## src/rtl/instr_stim_if.sv

```systemverilog
// Handshake bundle between the instruction-stimulus generator and the exec unit.
interface instr_stim_if #(
    parameter int INSTR_W = 12,
    parameter int CNT_W   = 16
);
    logic               stall;
    logic               start;
    logic [1:0]         mode;
    logic               instr_valid;
    logic [INSTR_W-1:0] instr_word;
    logic               is_op7;
    logic [CNT_W-1:0]   instr_count;
    logic               done;

    modport master (
        input  stall, start, mode,
        output instr_valid, instr_word, is_op7, instr_count, done
    );

    modport slave (
        output stall, start, mode,
        input  instr_valid, instr_word, is_op7, instr_count, done
    );
endinterface

```

## src/rtl/instr_stim_gen.sv

```systemverilog
// Instruction-stimulus generator: CLA CLL preamble, idle gap, then a seeded LFSR word stream.
// Optional STIM_SEED_LOAD_EN adds seed_load/seed_val to reseed the LFSR while idle or done.
module instr_stim_gen #(
    parameter int          INSTR_W   = 12,
    parameter int          NUM_INSTR = 10,
    parameter int          INIT_GAP  = 4,
    parameter logic [15:0] SEED      = 16'hACE1,
    parameter int          CNT_W     = 16
) (
    input  logic        clk,
    input  logic        reset,
`ifdef STIM_SEED_LOAD_EN
    input  logic        seed_load,
    input  logic [15:0] seed_val,
`endif
    instr_stim_if.master bus
);
    typedef enum logic [2:0] {S_IDLE, S_WAIT_RDY, S_PRE, S_GAP, S_RUN, S_DONE} state_t;

    localparam int          GAP_W    = (INIT_GAP > 1) ? $clog2(INIT_GAP) : 1;
    localparam logic [15:0] TAPS     = 16'hB400;
    localparam logic [11:0] PRE_WORD = 12'o7300;

    state_t           state, state_nxt;
    logic [15:0]      lfsr;
    logic [1:0]       mode_q;
    logic [GAP_W-1:0] gap_cnt;
    logic [31:0]      run_cnt;
    logic [CNT_W-1:0] count_q;
    logic             done_q;

    logic             issue, accept, last_word, idle_like;
    logic [11:0]      rnd_word, word12;
    logic             rnd_op7, op7;
    logic [INSTR_W-1:0] word_full;

    function automatic logic [15:0] lfsr_step(input logic [15:0] l);
        return l[0] ? ((l >> 1) ^ TAPS) : (l >> 1);
    endfunction

    // Opcodes 6 and 7 fold onto 0 and 1 so memory-reference words never alias IOT/operate.
    function automatic logic [11:0] mem_word(input logic [15:0] l);
        logic [2:0] op;
        op = l[15:13];
        if (op == 3'd6)      op = 3'd0;
        else if (op == 3'd7) op = 3'd1;
        return {op, l[8:0]};
    endfunction

    function automatic logic [11:0] op7_word(input logic [15:0] l);
        return {4'b1110, l[7:0]};
    endfunction

    function automatic logic [CNT_W-1:0] sat_inc(input logic [CNT_W-1:0] c);
        return (c == '1) ? c : c + CNT_W'(1);
    endfunction

    assign issue     = (state == S_PRE) || (state == S_RUN);
    assign accept    = issue && !bus.stall;
    assign last_word = (run_cnt == 32'(NUM_INSTR - 1));
    assign idle_like = (state == S_IDLE) || (state == S_DONE);

    always_comb begin
        rnd_word = mem_word(lfsr);
        rnd_op7  = 1'b0;
        if (mode_q == 2'd1 || (mode_q == 2'd2 && lfsr[0])) begin
            rnd_word = op7_word(lfsr);
            rnd_op7  = 1'b1;
        end
    end

    always_comb begin
        word12 = 12'd0;
        op7    = 1'b0;
        if (state == S_PRE) begin
            word12 = PRE_WORD;
            op7    = 1'b1;
        end else if (state == S_RUN) begin
            word12 = rnd_word;
            op7    = rnd_op7;
        end
        word_full        = '0;
        word_full[11:0]  = word12;
    end

    always_comb begin
        state_nxt = state;
        case (state)
            S_IDLE, S_DONE: if (bus.start) state_nxt = S_WAIT_RDY;
            S_WAIT_RDY:     if (!bus.stall) state_nxt = S_PRE;
            S_PRE: begin
                if (accept) begin
                    if (INIT_GAP > 0)        state_nxt = S_GAP;
                    else if (NUM_INSTR == 0) state_nxt = S_DONE;
                    else                     state_nxt = S_RUN;
                end
            end
            S_GAP: begin
                if (gap_cnt == GAP_W'(INIT_GAP - 1))
                    state_nxt = (NUM_INSTR == 0) ? S_DONE : S_RUN;
            end
            S_RUN:          if (accept && last_word) state_nxt = S_DONE;
            default:        state_nxt = S_IDLE;
        endcase
    end

    always_ff @(posedge clk) begin
        if (reset) begin
            state   <= S_IDLE;
            lfsr    <= SEED;
            mode_q  <= 2'd0;
            gap_cnt <= '0;
            run_cnt <= 32'd0;
            count_q <= '0;
            done_q  <= 1'b0;
        end else begin
            state <= state_nxt;
            if (idle_like && bus.start) begin
                mode_q  <= (bus.mode == 2'd3) ? 2'd0 : bus.mode;
                run_cnt <= 32'd0;
                count_q <= '0;
                done_q  <= 1'b0;
            end
`ifdef STIM_SEED_LOAD_EN
            // A zero seed would lock the LFSR, so it falls back to the default.
            if (idle_like && seed_load)
                lfsr <= (seed_val == 16'd0) ? SEED : seed_val;
`endif
            if (state == S_PRE)      gap_cnt <= '0;
            else if (state == S_GAP) gap_cnt <= gap_cnt + GAP_W'(1);
            if (state == S_RUN && accept) begin
                lfsr    <= lfsr_step(lfsr);
                run_cnt <= run_cnt + 32'd1;
                count_q <= sat_inc(count_q);
            end
            if (state_nxt == S_DONE) done_q <= 1'b1;
        end
    end

    assign bus.instr_valid = issue;
    assign bus.instr_word  = word_full;
    assign bus.is_op7      = op7;
    assign bus.instr_count = count_q;
    assign bus.done        = done_q;
endmodule
```

## src/flat_wrapper.sv

```systemverilog
// flat-port wrapper written by rule: the top's interface ports become plain ports
module instr_stim_gen_flat 
#(
    parameter int          INSTR_W   = 12,
    parameter int          NUM_INSTR = 10,
    parameter int          INIT_GAP  = 4,
    parameter logic [15:0] SEED      = 16'hACE1,
    parameter int          CNT_W     = 16
)
  (clk, reset, bus_stall, bus_start, bus_mode, bus_instr_valid, bus_instr_word, bus_is_op7, bus_instr_count, bus_done);
  instr_stim_if #(.INSTR_W(INSTR_W), .CNT_W(CNT_W)) bus_i ();
  input  logic clk;
  input  logic reset;
  input wire logic [$bits(bus_i.stall)-1:0] bus_stall;
  input wire logic [$bits(bus_i.start)-1:0] bus_start;
  input wire logic [$bits(bus_i.mode)-1:0] bus_mode;
  output wire logic [$bits(bus_i.instr_valid)-1:0] bus_instr_valid;
  output wire logic [$bits(bus_i.instr_word)-1:0] bus_instr_word;
  output wire logic [$bits(bus_i.is_op7)-1:0] bus_is_op7;
  output wire logic [$bits(bus_i.instr_count)-1:0] bus_instr_count;
  output wire logic [$bits(bus_i.done)-1:0] bus_done;
  assign bus_i.stall = bus_stall;
  assign bus_i.start = bus_start;
  assign bus_i.mode = bus_mode;
  assign bus_instr_valid = bus_i.instr_valid;
  assign bus_instr_word = bus_i.instr_word;
  assign bus_is_op7 = bus_i.is_op7;
  assign bus_instr_count = bus_i.instr_count;
  assign bus_done = bus_i.done;
  instr_stim_gen #(.INSTR_W(INSTR_W), .NUM_INSTR(NUM_INSTR), .INIT_GAP(INIT_GAP), .SEED(SEED), .CNT_W(CNT_W)) u_core (.clk(clk), .reset(reset), .bus(bus_i));
endmodule
```

## config.mk

```make
export PLATFORM = sky130hd
export DESIGN_NAME = instr_stim_gen_flat
export DESIGN_NICKNAME = d
export VERILOG_FILES = /design/src/rtl/instr_stim_if.sv /design/src/rtl/instr_stim_gen.sv /design/src/flat_wrapper.sv
export SDC_FILE = /design/constraint.sdc
export NUM_CORES = 1
export LEC_CHECK = 0
export ABC_AREA = 0
export BUFFER_PORTS_ARGS = -buffer_cell sky130_fd_sc_hd__buf_4
export CAP_MARGIN = 40
export CORE_MARGIN = 2
export CORE_UTILIZATION = 35
export CTS_CLUSTER_DIAMETER = 80
export DETAILED_ROUTE_END_ITERATION = 6
export GPL_TIMING_DRIVEN = 0
export PLACE_DENSITY_LB_ADDON = 0.25
export SETUP_SLACK_MARGIN = 0.4
export SYNTH_ARGS = -nofsm -noshare
export SYNTH_HDL_FRONTEND = slang
export SYNTH_SLANG_ARGS = --single-unit
```

## constraint.sdc

```tcl
create_clock -name clk -period 2.61 [get_ports clk]
set_input_delay 0.1305 -clock clk [delete_from_list [all_inputs] [get_ports clk]]
set_output_delay 0.1305 -clock clk [all_outputs]
set_load 0.005 [all_outputs]
```

# Yosys cells after proc, flatten, opt, wreduce, memory -nomap -nowiden
# Cells that the tools add are included.
[classes]
addsub = 3
n_eq_ne = 15
mux = 23
n_bitwise = 1
reduce_logical = 15
[ops]
columns = ["operator", "count"]
rows = [
  ["16-bit 2-to-1 mux", 4],
  ["32-bit 2-to-1 mux", 2],
  ["12-bit 2-to-1 mux", 3],
  ["32-bit by 1-bit adder with 32-bit output, second input constant", 1],
  ["32-bit by 4-bit == test with 1-bit output, second input constant", 1],
  ["3-bit 2-to-1 mux", 7],
  ["16-bit by 1-bit adder with 16-bit output, second input constant", 1],
  ["16-bit == test, second input constant", 1],
  ["3-bit == test, second input constant", 5],
  ["3-bit case mux with 5 select lines", 1],
  ["2-bit == test, second input constant", 3],
  ["3-bit by 2-bit == test with 1-bit output, second input constant", 2],
  ["1-bit logical AND", 5],
  ["1-bit 2-to-1 mux", 5],
  ["3-bit inverter with 4-bit output", 1],
  ["2-bit nonzero test", 2],
  ["2-bit OR reduction", 2],
  ["3-bit by 1-bit == test with 1-bit output, second input constant", 1],
  ["3-bit logical NOT", 1],
  ["1-bit logical OR", 3],
  ["2-bit by 1-bit adder with 2-bit output, second input constant", 1],
  ["2-bit by 1-bit == test with 1-bit output, second input constant", 1],
  ["2-bit 2-to-1 mux", 1],
  ["2-bit != test, second input constant", 1],
  ["other kinds (2)", 2],
]
[word_totals]
ff_bits = 72
in_bits = 6
wordCells = 64

# Depth between registers and ports, before layout
[depth]
ltp_word = 8
ltp_mapped = 7

# Worst setup path before layout
# No wires, ideal clock.
[synth_path]
kind = "reg2reg"
startpoint = "register u_core.state[0]"
endpoint = "register u_core.run_cnt[20]"
setup_time_ns = 0.126
arrival_time_ns = 2.061
setup_slack_ns = 0.423
path_stages_with_launch = 7
n_path_buf = 1
cell_sequence = "dfxtp_1 > buf_6 > or4b_4 > or4_4 > or4_4 > nand3_1 > o31ai_2"
[synth_between]
elab_chain_len = 5
word_cells_on_any_way = 11
classes_between = "eq/ne: 3; mux: 1; reduce/logical: 7"
[synth_lines]
columns = ["item", "line", "text"]
rows = [
  ["start: declaration", "instr_stim_gen.sv:24", "state_t state, state_nxt;"],
  ["start signal: assignment", "instr_stim_gen.sv:117", "state <= state_nxt;"],
  ["3-bit by 2-bit == test with 1-bit output or 3-bit == test (tied branches)", "instr_stim_gen.sv:58, instr_stim_gen.sv:131", ""],
  ["1-bit logical OR", "instr_stim_gen.sv:58", "assign issue = (state == S_PRE) || (state == S_RUN);"],
  ["1-bit logical AND", "instr_stim_gen.sv:59", "assign accept = issue && !bus.stall;"],
  ["1-bit logical AND", "instr_stim_gen.sv:131", "if (state == S_RUN && accept) begin"],
  ["32-bit 2-to-1 mux or 2-bit nonzero test (tied branches)", "-", ""],
  ["end signal: assignment", "instr_stim_gen.sv:133", "run_cnt <= run_cnt + 32'd1;"],
  ["end: declaration", "instr_stim_gen.sv:28", "logic [31:0] run_cnt;"],
]
# Several ways; a longest one is shown, not always the timed one.
# A chain may end at the register's enable or synchronous reset.

# Final worst setup path
# Ends and elaborated chain as after synthesis.

==> flow_metrics.tcl <==
set metrics [dict create \
    yosys_register_bits 72 \
    fin_setup_tns_ns 0 \
    die-area_mm2 0.0112 \
    hpwlAfterDp_um 6670 \
    diodes 0 \
    whs_path_depth 4 \
    synth_edf_count 0 \
    cp_common_cell "or4_4" \
    pwr-share-seq 0.485 \
    cts.reportedPaths.clkPinSlew_ns 0.09 \
    r2r_start "u_core.state[0]" \
    ir_worst_vdd_mv 0.290 \
    worst_setup_path_end_kind "flop" \
    place_congestion 0.860 \
    grt_antenna_before_repair 0 \
    drcViolationCount 0 \
    cts.sinks 72 \
    intPower_mw 1.70 \
    crit_slowest_cell "or4b_4" \
    syn_inst 447 \
    p_sw_frac 0.252 \
    skew_ns 0.0163 \
    synthSimpleGateAreaFrac 0.330 \
    combPwrFrac 0.067 \
    cts-root-buf "clkbuf_8" \
    synth-compound-area-share 0.147 \
    hold_viol 0 \
    max_slew_margin 0.603 \
    r2r_slack_ns 0.40 \
    tightest_slew_ns 0.596 \
    fillers 1060 \
    fmax_mhz 452 \
    dr.first_iter.drc_count 129 \
    yosysSeqAreaShare 0.397 \
    max-clock-path-buffers 2 \
    arrival_ns 2.44 \
    setup_viol 0 \
    die_w_um 106 \
    syn-num-nets 457 \
    grt_pass1_vias 3198 \
    critPathKind "reg2reg" \
    viasPerCell 5.39 \
    grt_first_pass_wirelength_um 15500 \
    p_leak_nw 1.54 \
    synth.area.mux_share 0.0259 \
    crit_start "u_core.state[0]" \
    ys.flop_type "dfxtp_1" \
    start_util 0.356 \
    async_flop_share 0 \
    finalCriticalPeriod_ns 2.21 \
    syn_avg_cell_area_um2 8.12 \
    cp_cell_sequence "buf_6 -> or4b_4 -> or4_4 -> or4_4 -> nand3_1 -> o31ai_2" \
    period_share 0.847 \
    vias 3426 \
    finalWirelength_um 9370 \
    switching_power_uw 574 \
    yosysUniqueCellTypes 57 \
    hold_start "bus_mode[1]" \
    synthAdderAreaFrac 0.0138 \
    p_per_area_mw_per_mm2 520 \
    grt_usage 0.171 \
    maxCapViolations 0 \
    cts_tree "built" \
    syn-cell-area_mm2 0.00363 \
    wl_per_cell_um 14.7 \
    outcome "finished clean" \
    hp-class "in2reg" \
    drive_above_1_share 0.186 \
    slowest_delay_ns 0.53 \
    port_buffers 36 \
    startpoint_type "flop" \
    synth-xor-area-share 0.0507 \
    drt-pass1-iter-count 4 \
    fp.dieH_um 106 \
    slew_viol_final 0 \
    fin_nets 505 \
    grt-ovfl-total 0 \
    cp.required_ns 2.84 \
    worstReg2RegEnd "u_core.run_cnt[20]" \
    rows 37 \
    postCtsHoldBufs 0 \
    synth_top_family_by_area "simple AND/OR/NAND/NOR gates" \
    area_growth_pct 20.6 \
    worstRegToRegCells 6 \
    fin_cells 636 \
    yosys_warnings 0 \
    htreeDepth 3 \
    clkPwrFrac 0.448 \
    core_area_mm2 0.0102 \
    crit_fanout 9 \
    grt_max_degree 15 \
    ant_nets 0 \
    rsz0062_at_grt "yes" \
    clock_latency_ns 0.36 \
    cts-buffers-inserted 9 \
    io_pins 37 \
    min_to "u_core.mode_q[0]" \
    placed_cells 619 \
]
## critical path: cells and delay by family (launching register included)
| kind | cells | cell delay, ns |
|---|---|---|
| and+or+nand+nor | 4 | 1.56 |
| AOI/OAI and AO/OA | 1 | 0.07 |
| buffers and inverters | 1 | 0.13 |
| DFF | 1 | 0.31 |
## routing by layer
layer,vias up,part of all wire,GRT usage
met1,1644,0.48,0.221
met5,-,0,0
met4,0,0.016,0.0573
li1,1713,-,-
met3,13,0.026,0.0315
met2,56,0.48,0.285
## cell usage in the layout, fill, tap and decap left out, drive strengths merged, types with 4 or more instances in the layout
master,netlist,routed
nor4b,4,4
and2,8,8
nor4,10,10
ha,4,4
a31oi,4,4
o2111ai,4,4
o21ai,8,8
and4,5,5
nand3b,5,5
clkbuf,22,31
inv,6,8
and3,9,9
nand2,60,60
o211ai,7,7
nand2b,4,4
or4,6,6
dfxtp,72,72
a21oi,24,24
nor2,51,51
xnor2,9,9
buf,4,41
nand4,20,20
mux2i,6,6
a211oi,5,5
nor2b,4,4
xor2,12,12
o31ai,7,7
or2,9,9
nor3,6,6
nand3,23,23
## power groups by stage
stage | combinational [mW] | sequential (mW) | clock, mW
global route | 0.169 | 1.11 | 1.09
global placement | 0.146 | 1.13 | 0
floorplan | 0.0915 | 1.13 | 0
finish | 0.153 | 1.11 | 1.02
CTS | 0.153 | 1.11 | 1.04
detailed placement | 0.148 | 1.13 | 0
## synth_stat cells, drive strengths merged, types with 3 or more instances
cell type	count	share of area
clkbuf	22	0.023
nand4	20	0.034
mux2i	6	0.017
inv	6	0.0062
o211ai	7	0.014
o21ai	8	0.012
ha	4	0.014
mux2	3	0.0093
xor2	12	0.029
xnor2	9	0.022
a211o	3	0.0072
and3	9	0.016
nand3	23	0.032
nand2	60	0.062
nor2b	4	0.0069
and2	8	0.014
a211oi	5	0.010
nor2	51	0.053
dfxtp	72	0.40
nor3	6	0.0083
nor4	10	0.017
nand2b	4	0.0069
a21oi	24	0.033
a31oi	4	0.0069
o2111ai	4	0.0097
nor3b	3	0.0062
buf	4	0.0065
or4	6	0.014
or2	9	0.016
and4	5	0.012
nand3b	5	0.010
nor4b	4	0.011
o31ai	7	0.016
## cells by family after synthesis
logic type | count (synthesis)
mux | 9
xor+xnor | 21
buf+inv | 32
compound gates | 78
fa+ha+maj | 4
simple gates | 231
flops | 72
## metrics by stage
stage	setup slack (ns)	total power, mW	hold slack (ns)	area [um^2]	util
6_report	0.399	2.28	0.0795	4380	0.430
5_1_grt	0.360	2.36	0.104	4380	0.430
4_1_cts	0.398	2.30	0.0708	4350	0.427
3_5_place_dp	0.119	1.28	0.449	4070	0.400
3_3_place_gp	0.149	1.28	0.444	4070	0.400
2_1_floorplan	0.423	1.22	0.333	3630	-
## repair_timing
action,CTS,global route
setup endpoints to repair,33,38
buffers inserted,0,1
pin swaps,1,0
gates resized for setup,11,16
cloned,0,0
## registers in the layout, summed over array words and instances (netlist names)
register	count
u_core.run_cnt	32
u_core.gap_cnt	2
u_core.bus.done	1
u_core.state	3
u_core.bus.instr_count	16
u_core.mode_q	2
u_core.lfsr	16
## cell type report
class                      count  area (um^2)  share of cell area
sequential                    72         1440               0.330
timing repair buffer          37          278              0.0634
clock inverter                 7          103              0.0234
clock buffer                   9          124              0.0283
multi-input combinational    343         2120               0.484
tap                          136          170              0.0389
inverter                       6         22.5             0.00514
buffer                        26          118              0.0269
## worst max-delay path by stage
stage                         end  slack (ns)  cells past startpoint
2_1_floorplan  u_core.run_cnt[20]        0.42                      6
4_1_cts        u_core.run_cnt[20]        0.40                      6
5_1_grt        u_core.run_cnt[20]        0.36                      6
3_5_place_dp   u_core.run_cnt[14]        0.12                      7
6_report       u_core.run_cnt[20]        0.40                      6
3_3_place_gp   u_core.run_cnt[14]        0.15                      7
Note: power is estimated with default switching activity, not from simulation.
